<file path="src/rtl/weight_load_ctrl.sv">
// Weight-bank load sequencer: accepts NUM_WEIGHTS bytes over valid/ready
// after a start command and writes them to bank addresses 0..NUM_WEIGHTS-1.
module weight_load_ctrl #(
   parameter int DATA_W      = 8,
   parameter int NUM_WEIGHTS = 4,
   parameter int ADDR_W      = 2
) (
   input  logic              clk,
   input  logic              reset,
   input  logic              start,
   input  logic              abort,
   input  logic [DATA_W-1:0] in_data,
   input  logic              in_valid,
   output logic              in_ready,
   output logic [DATA_W-1:0] wb_data,
   output logic [ADDR_W-1:0] wb_addr,
   output logic              wb_write,
   output logic              busy,
   output logic              done,
   output logic              loaded
);

   typedef enum logic [1:0] {IDLE, LOAD, WRITE, DONE} state_t;

   localparam logic [ADDR_W-1:0] LAST = ADDR_W'(NUM_WEIGHTS - 1);

   state_t            state, state_nx;
   logic [ADDR_W-1:0] ptr;
   logic              last;

   assign last = (ptr == LAST);

   always_comb begin
      state_nx = state;
      case (state)
         IDLE:    if (start) state_nx = LOAD;
         LOAD: begin
            if (abort)         state_nx = IDLE;
            else if (in_valid) state_nx = WRITE;
         end
         WRITE:   state_nx = last ? DONE : LOAD;
         DONE:    state_nx = IDLE;
         default: state_nx = IDLE;
      endcase
   end

   always_ff @(posedge clk or negedge reset) begin
      if (!reset) state <= IDLE;
      else        state <= state_nx;
   end

   // Status outputs are flopped from the next state so they change with the state register.
   always_ff @(posedge clk or negedge reset) begin
      if (!reset) begin
         in_ready <= 1'b0;
         wb_write <= 1'b0;
         busy     <= 1'b0;
         done     <= 1'b0;
      end else begin
         in_ready <= (state_nx == LOAD);
         wb_write <= (state_nx == WRITE);
         busy     <= (state_nx != IDLE);
         done     <= (state_nx == DONE);
      end
   end

   always_ff @(posedge clk or negedge reset) begin
      if (!reset) begin
         ptr     <= '0;
         wb_data <= '0;
         wb_addr <= '0;
         loaded  <= 1'b0;
      end else begin
         case (state)
            IDLE: begin
               if (start) begin
                  ptr    <= '0;
                  loaded <= 1'b0;
               end
            end
            LOAD: begin
               if (!abort && in_valid) begin
                  wb_data <= in_data;
                  wb_addr <= ptr;
               end
            end
            WRITE: begin
               if (last) loaded <= 1'b1;
               else      ptr    <= ptr + 1'b1;
            end
            default: ;
         endcase
      end
   end

endmodule

</file>
<file path="config.mk">
export PLATFORM = sky130hd
export DESIGN_NAME = weight_load_ctrl
export DESIGN_NICKNAME = d
export VERILOG_FILES = /design/src/rtl/weight_load_ctrl.sv
export SDC_FILE = /design/constraint.sdc
export NUM_CORES = 1
export LEC_CHECK = 0
export CAP_MARGIN = 20
export CORE_MARGIN = 2
export CORE_UTILIZATION = 37
export DETAILED_ROUTE_END_ITERATION = 10
export GPL_TIMING_DRIVEN = 0
export PLACE_DENSITY = 0.71
export REMOVE_ABC_BUFFERS = 1
export SLEW_MARGIN = 20
export SYNTH_ARGS = -nofsm -noshare
export SYNTH_HDL_FRONTEND = slang
export SYNTH_SLANG_ARGS = --single-unit
</file>
<file path="constraint.sdc">
create_clock -name clk -period 1.35 [get_ports clk]
set_input_delay 0.2025 -clock clk [delete_from_list [all_inputs] [get_ports clk]]
set_output_delay 0.2025 -clock clk [all_outputs]
set_load 0.01 [all_outputs]
</file>
==> metrics.txt, run 1 <==
max-slew violation count 0; dominant cell type by area after synthesis dfrtp_1; Worst Setup SP state[1]$_DFF_PN0_; Finish-stage setup viols 0; largest net degree at the start of global routing 20; synth cell count leaders dfrtp_1 (19), mux2_2 (11), o21ai_0 (4); clk_skew 0.005363 ns; Seq cells post-synth 19; vias in the first global route 530; GRT overflow 0; cell row count 16; synthesized area about 760 um^2; Synth Flop Type dfrtp_1; Fin Setup TNS 0 ns; Reg area between 400 and 500 um^2; Placer Congestion about 0.70; First-pass DRT Iterations 2; Arr. time, crit path between 1 and 1.5 ns; reg-to-reg slack, setup between 0.04 and 0.05 ns; share of layout cells above drive strength 1 a little over a quarter; Slew @ Worst Pin 0.8096 ns; HP Class in2async; Fillers between 150 and 200; unrepaired setup endpoints after global routing false; synth top area cells dfrtp_1 (63%), mux2_2 (16%), a22o_1 (3.5%); CTS clk-pin slew, worst paths ~0.1 ns; first-pass GRT wire length 2.304 mm; Startpoint Class flip-flop; CP endpoint kind flip-flop; met2 Resource Use GR a little over a fifth; placed inst area around 1000 um^2; fin crit share a little over nine tenths; sw frac 26.75%; core box area roughly 1900 um^2; most common cell in the synthesized netlist dfrtp_1; cells on worst reg2reg path 3; GRT Total Usage between 10% and 20%; part of the power in registers 51.0%; CP Max Fanout 12; Die Width 49.20 um; initial antenna violation count 0; DR DRC count 0; RR Startpoint state[1]$_DFF_PN0_; Final Power 0.001462 W; Detail Route Antenna Nets 0; Die Y just under 50 um; M3 GR Usage 3.988%; internal cell power 0.001071 W; post-route cell area approximately 1100 um^2; post-synth cell types 16; maximum clock path buffer count 2; Max Fclk a little under 800 MHz; Top Usage Layer GRT met2; clk sink count 19; Cells after Synth 54; Clock Power Share 18.5%; pwr dens 1321 nW/um^2; final wirelength 1.307 mm; status finished clean; min Tclk post-route between 1 and 1.5 ns; Required @ worst endpoint about 1.5 ns; Synthesis Warnings 0; CP endpoint wb_data[3]$_DFFE_PN0P_; Initial Utilization between 30% and 40%; register area share after synthesis a little over three fifths; Routed WL per cell approximately 11 um; die area roughly 2400 um^2; post-DP HPWL 931.9 um; clock latency on the worst-skew pair approximately 0.28 ns; met1 Usage GRT ~15%; asr flop ratio synth 100.0%; vias post-DR around 540; Static Leak approximately 0.54 nW; Clock Root Buffer clkbuf_4; Area Overhead vs Synth 46.52%; CTS Hold Buffers Added 0; area taken by multi-input logic gates ~260 um^2; top cell type's share of synthesized area between 60% and 70%; CTS buffer count 3; I/O Pins 28; NetSw a little under 0.0004 W; Reg2Reg Capture Point wb_data[3]$_DFFE_PN0P_; H-tree depth 1; CTS tree built; synthesized area per cell approximately 14 um^2; fin util 57.02%; Initial DRC Count 4; max_slew headroom around 46%; diode count 0; combinational share of power a little under a third; WS Path Type reg2reg; Port Buf Inserts 27; Fin. Hold Viols 0; Max-Cap Viols 0; Nets a little over 100; peak supply drop 700.2 uV; EDFF count, synth 0; Avg Vias per Cell 4.652
kinds of logic (layout without fill, tap and decap cells):
family          Yosys count  in the layout  synth area share [%]
flops                    19             19                 62.91
mux                      11             11                 16.39
fa+ha+maj                 1              1                 1.655
simple gates             10             10                 7.783
compound gates           10             10                 8.610
buf+inv                   3             37                 2.648
what timing repair did:
| item | in CTS | in global routing |
|---|---|---|
| gates resized for setup | 16 | 1 |
| setup endpoints to repair | 24 | 11 |
| hold endpoints to repair | 0 | 0 |
| buffers inserted | 3 | 2 |
| pin swaps | 1 | 0 |
cell usage in the layout (no fill, tap or decap), drive strengths merged:
master	instances
dfrtp	19
dlygate4sd2	14
clkdlybuf4s50	12
mux2	11
buf	5
o21ai	4
clkbuf	4
nand2	3
nor2	3
a22o	3
a21oi	2
inv	1
or4	1
nor3	1
or2	1
o31a	1
nand2b	1
ha	1
dlymetal6s2s	1
flip-flops by register name (all words and copies together), names as in the netlist, 2 cells and up:
name     cells
wb_data      8
ptr          2
state        2
wb_addr      2
power by group through the flow:
stage	clock [W]	combinational (W)	sequential (W)
floorplan	0	0.000148	0.000823
global placement	0	0.000485	0.000767
detailed placement	0	0.000491	0.000772
CTS	0.000283	0.000447	0.000750
global route	0.000308	0.000487	0.000765
finish	0.000271	0.000447	0.000745
worst min path at each step:
stage               cells after the start                   start                     end
floorplan                               0                   reset          busy$_DFF_PN0_
global placement                        1  wb_data[1]$_DFFE_PN0P_  wb_data[1]$_DFFE_PN0P_
detailed placement                      1  wb_data[6]$_DFFE_PN0P_  wb_data[6]$_DFFE_PN0P_
CTS                                     1                   reset  wb_data[0]$_DFFE_PN0P_
global route                            1                   reset  wb_data[1]$_DFFE_PN0P_
finish                                  1                   reset  wb_data[1]$_DFFE_PN0P_
stage by stage:
stage	hold slack, ns	std cells	worst slack [ns]
2_1_floorplan	-0.09309	52	-0.01470
3_3_place_gp	0.4887	106	-0.4032
3_5_place_dp	0.4949	106	-0.4116
4_1_cts	0.4014	113	0.002681
5_1_grt	0.4485	115	0.005195
6_report	0.3772	115	0.04920
area by class of cell:
cell class	instances	area share, %
Multi-Input combinational cell	32	23.50
Tap cell	27	3.051
Sequential cell	19	43.16
Timing Repair Buffer	32	27.57
Inverter	1	0.3390
Clock buffer	4	2.373
metal layers:
| layer | vias to the layer above | part of all wire, % |
|---|---|---|
| met5 | - | 0 |
| met4 | 0 | 0 |
| met3 | 0 | 6.7 |
| met2 | 17 | 49 |
| met1 | 258 | 44 |
| li1 | 260 | - |
critical path, cell delays in order, from the launching register on:
cell     delay (ns)
dfrtp_2        0.47
nor3_4         0.23
buf_12         0.16
mux2_2         0.33
(Power assumes the default switching activity.)
==> inputs of run 2 (changes only) <==
Settings changed: GPL_ROUTABILITY_DRIVEN from default to 0.
==> results of run 2 <==
The final DEF is identical to that of run 1; final timing and power are the same.
==> RTL edit, RTL diff (flow settings as in run 1) <==
The parameter `DATA_W` goes from 8 to 12.
--- a/src/rtl/weight_load_ctrl.sv
+++ b/src/rtl/weight_load_ctrl.sv
@@ -3,3 +3,3 @@
 module weight_load_ctrl #(
-   parameter int DATA_W      = 8,
+   parameter int DATA_W      = 12,
    parameter int NUM_WEIGHTS = 4,
Ports: changed (resized in_data and wb_data); port bits go from 28 to 36. The function was not compared with the original's and may differ.
==> RTL edit against run 1 <==
The run now ends with setup timing left. Clock power increased by 9.6%. Die area up 23%. Combinational power increased by 52%. Design area rose by 28%. Critical path type unchanged. Sequential cell count grew 4. Worst setup slack worse by 0.057 ns. Power is 31% higher. Maximum frequency fell by 4.2%. Wire length is 40% higher. Area after synthesis increased by 26%.
==> RTL edit: results (changes against run 1) <==
outcome -> finished with violations
failing checks -> setup timing
Signal buffers -> 45 (+41%)
DP Area -> 0.00131 mm2 (+26%)
HPWL Detailed -> 1.29 mm (+38%)
Final WS setup -> -0.00751 ns (-0.0567 ns)
fin cells -> 140 (+22%)
P_seq -> 0.000935 W (+26%)
Static Leak -> 0.691 nW (+29%)
clock-pin slew on the worst setup and hold paths -> 0.12 ns (+0.02 ns)
PortBufs -> 35 (+30%)
reg2reg end -> wb_data[7]
Tot GR Track Use -> 14.3% (+1.9 points)
postcts setup bufs -> 8 (+5)
combinational cell power -> 0.000678 W (+52%)
Synth Area in Compound Gates -> 5.93% (-2.7 points)
Cells after Synth -> 63 (+17%)
synth unique cells -> 20 (+4)
TritonRoute pass-1 iters -> 4 (+2)
wire per inst -> 13.0 um (+15%)
Nets -> 129 (+25%)
Worst Clk Skew -> 0.00999 ns (+0.00463 ns)
Worst VDD drop -> 0.00102 V (+46%)
clock buf count -> 3 (-1)
Commonest cells post-synth -> dfrtp_1 (23), mux2_4 (8), mux2_2 (6)
Resize count post-CTS -> 23 (+7)
Seq/Total Area, Yosys -> 60.6% (-2.3 points)
vias -> 648 (+21%)
vias in the first global route -> 659 (+24%)
#MultiIn Comb -> 37 (+16%)
mux contribution to synthesized area -> 19.8% (+3.4 points)
max reg flops -> 12 (+4)
count of endpoints failing setup in the final report -> 5 (+5)
filler instances -> 213 (+16%)
RePlAce Congestion -> 0.695 (-0.32%)
top post-synthesis cells by area -> dfrtp_1 (61%), mux2_4 (13%), mux2_2 (7.1%)
sequential fraction of design power -> 48.9% (-2.1 points)
Layout clock area frac -> 1.94% (-0.43 points)
share of layout cells above drive strength 1 -> 34.5% (+7.3 points)
Worst slew margin -> 67.6% (+22 points)
clk_lat worst skew -> 0.30 ns (+0.02 ns)
num rows -> 18 (+2)
CP Data Arrival Time -> 1.56 ns (+0.09 ns)
largest net degree at the start of global routing -> 24 (+20%)
setup TNS -> -0.0268 ns (-0.0268 ns)
Design Area, Final -> 0.00142 mm2 (+28%)
## RTL edit: cell types whose count changed after synthesis, moves of 2 or more
cell,change
mux2_2,-5
nor2_1,-2
a21oi_1,-2
dfrtp_1,+4
a22o_1,-2
mux2_4,+8
and2b_2,+2
or2_2,+2
## RTL edit: layer usage
layer  GRT usage [%]  routed length (um)  vias to the layer above
met5               0                   0                        -
met4            7.50                  17                        0
met3            1.91                 121                        2
met2            24.0                 913                       20
met1            17.6                 771                      313
li1                -                   -                      313
## RTL edit: critical path, stage by stage (launching register included)
cell and delay (ns):
dfrtp_1 0.41, nand2b_4 0.08, nor3b_4 0.24, buf_12 0.19
mux2_2 0.34
## RTL edit: cells by family (layout without fill, tap and decap cells)
| logic type | Yosys count | in the layout |
|---|---|---|
| and+or+nand+nor | 13 | 13 |
| AOI/OAI and AO/OA | 9 | 9 |
| DFF | 23 | 23 |
| adders and majority gates | 1 | 1 |
| muxes | 14 | 14 |
| buffers and inverters | 3 | 50 |
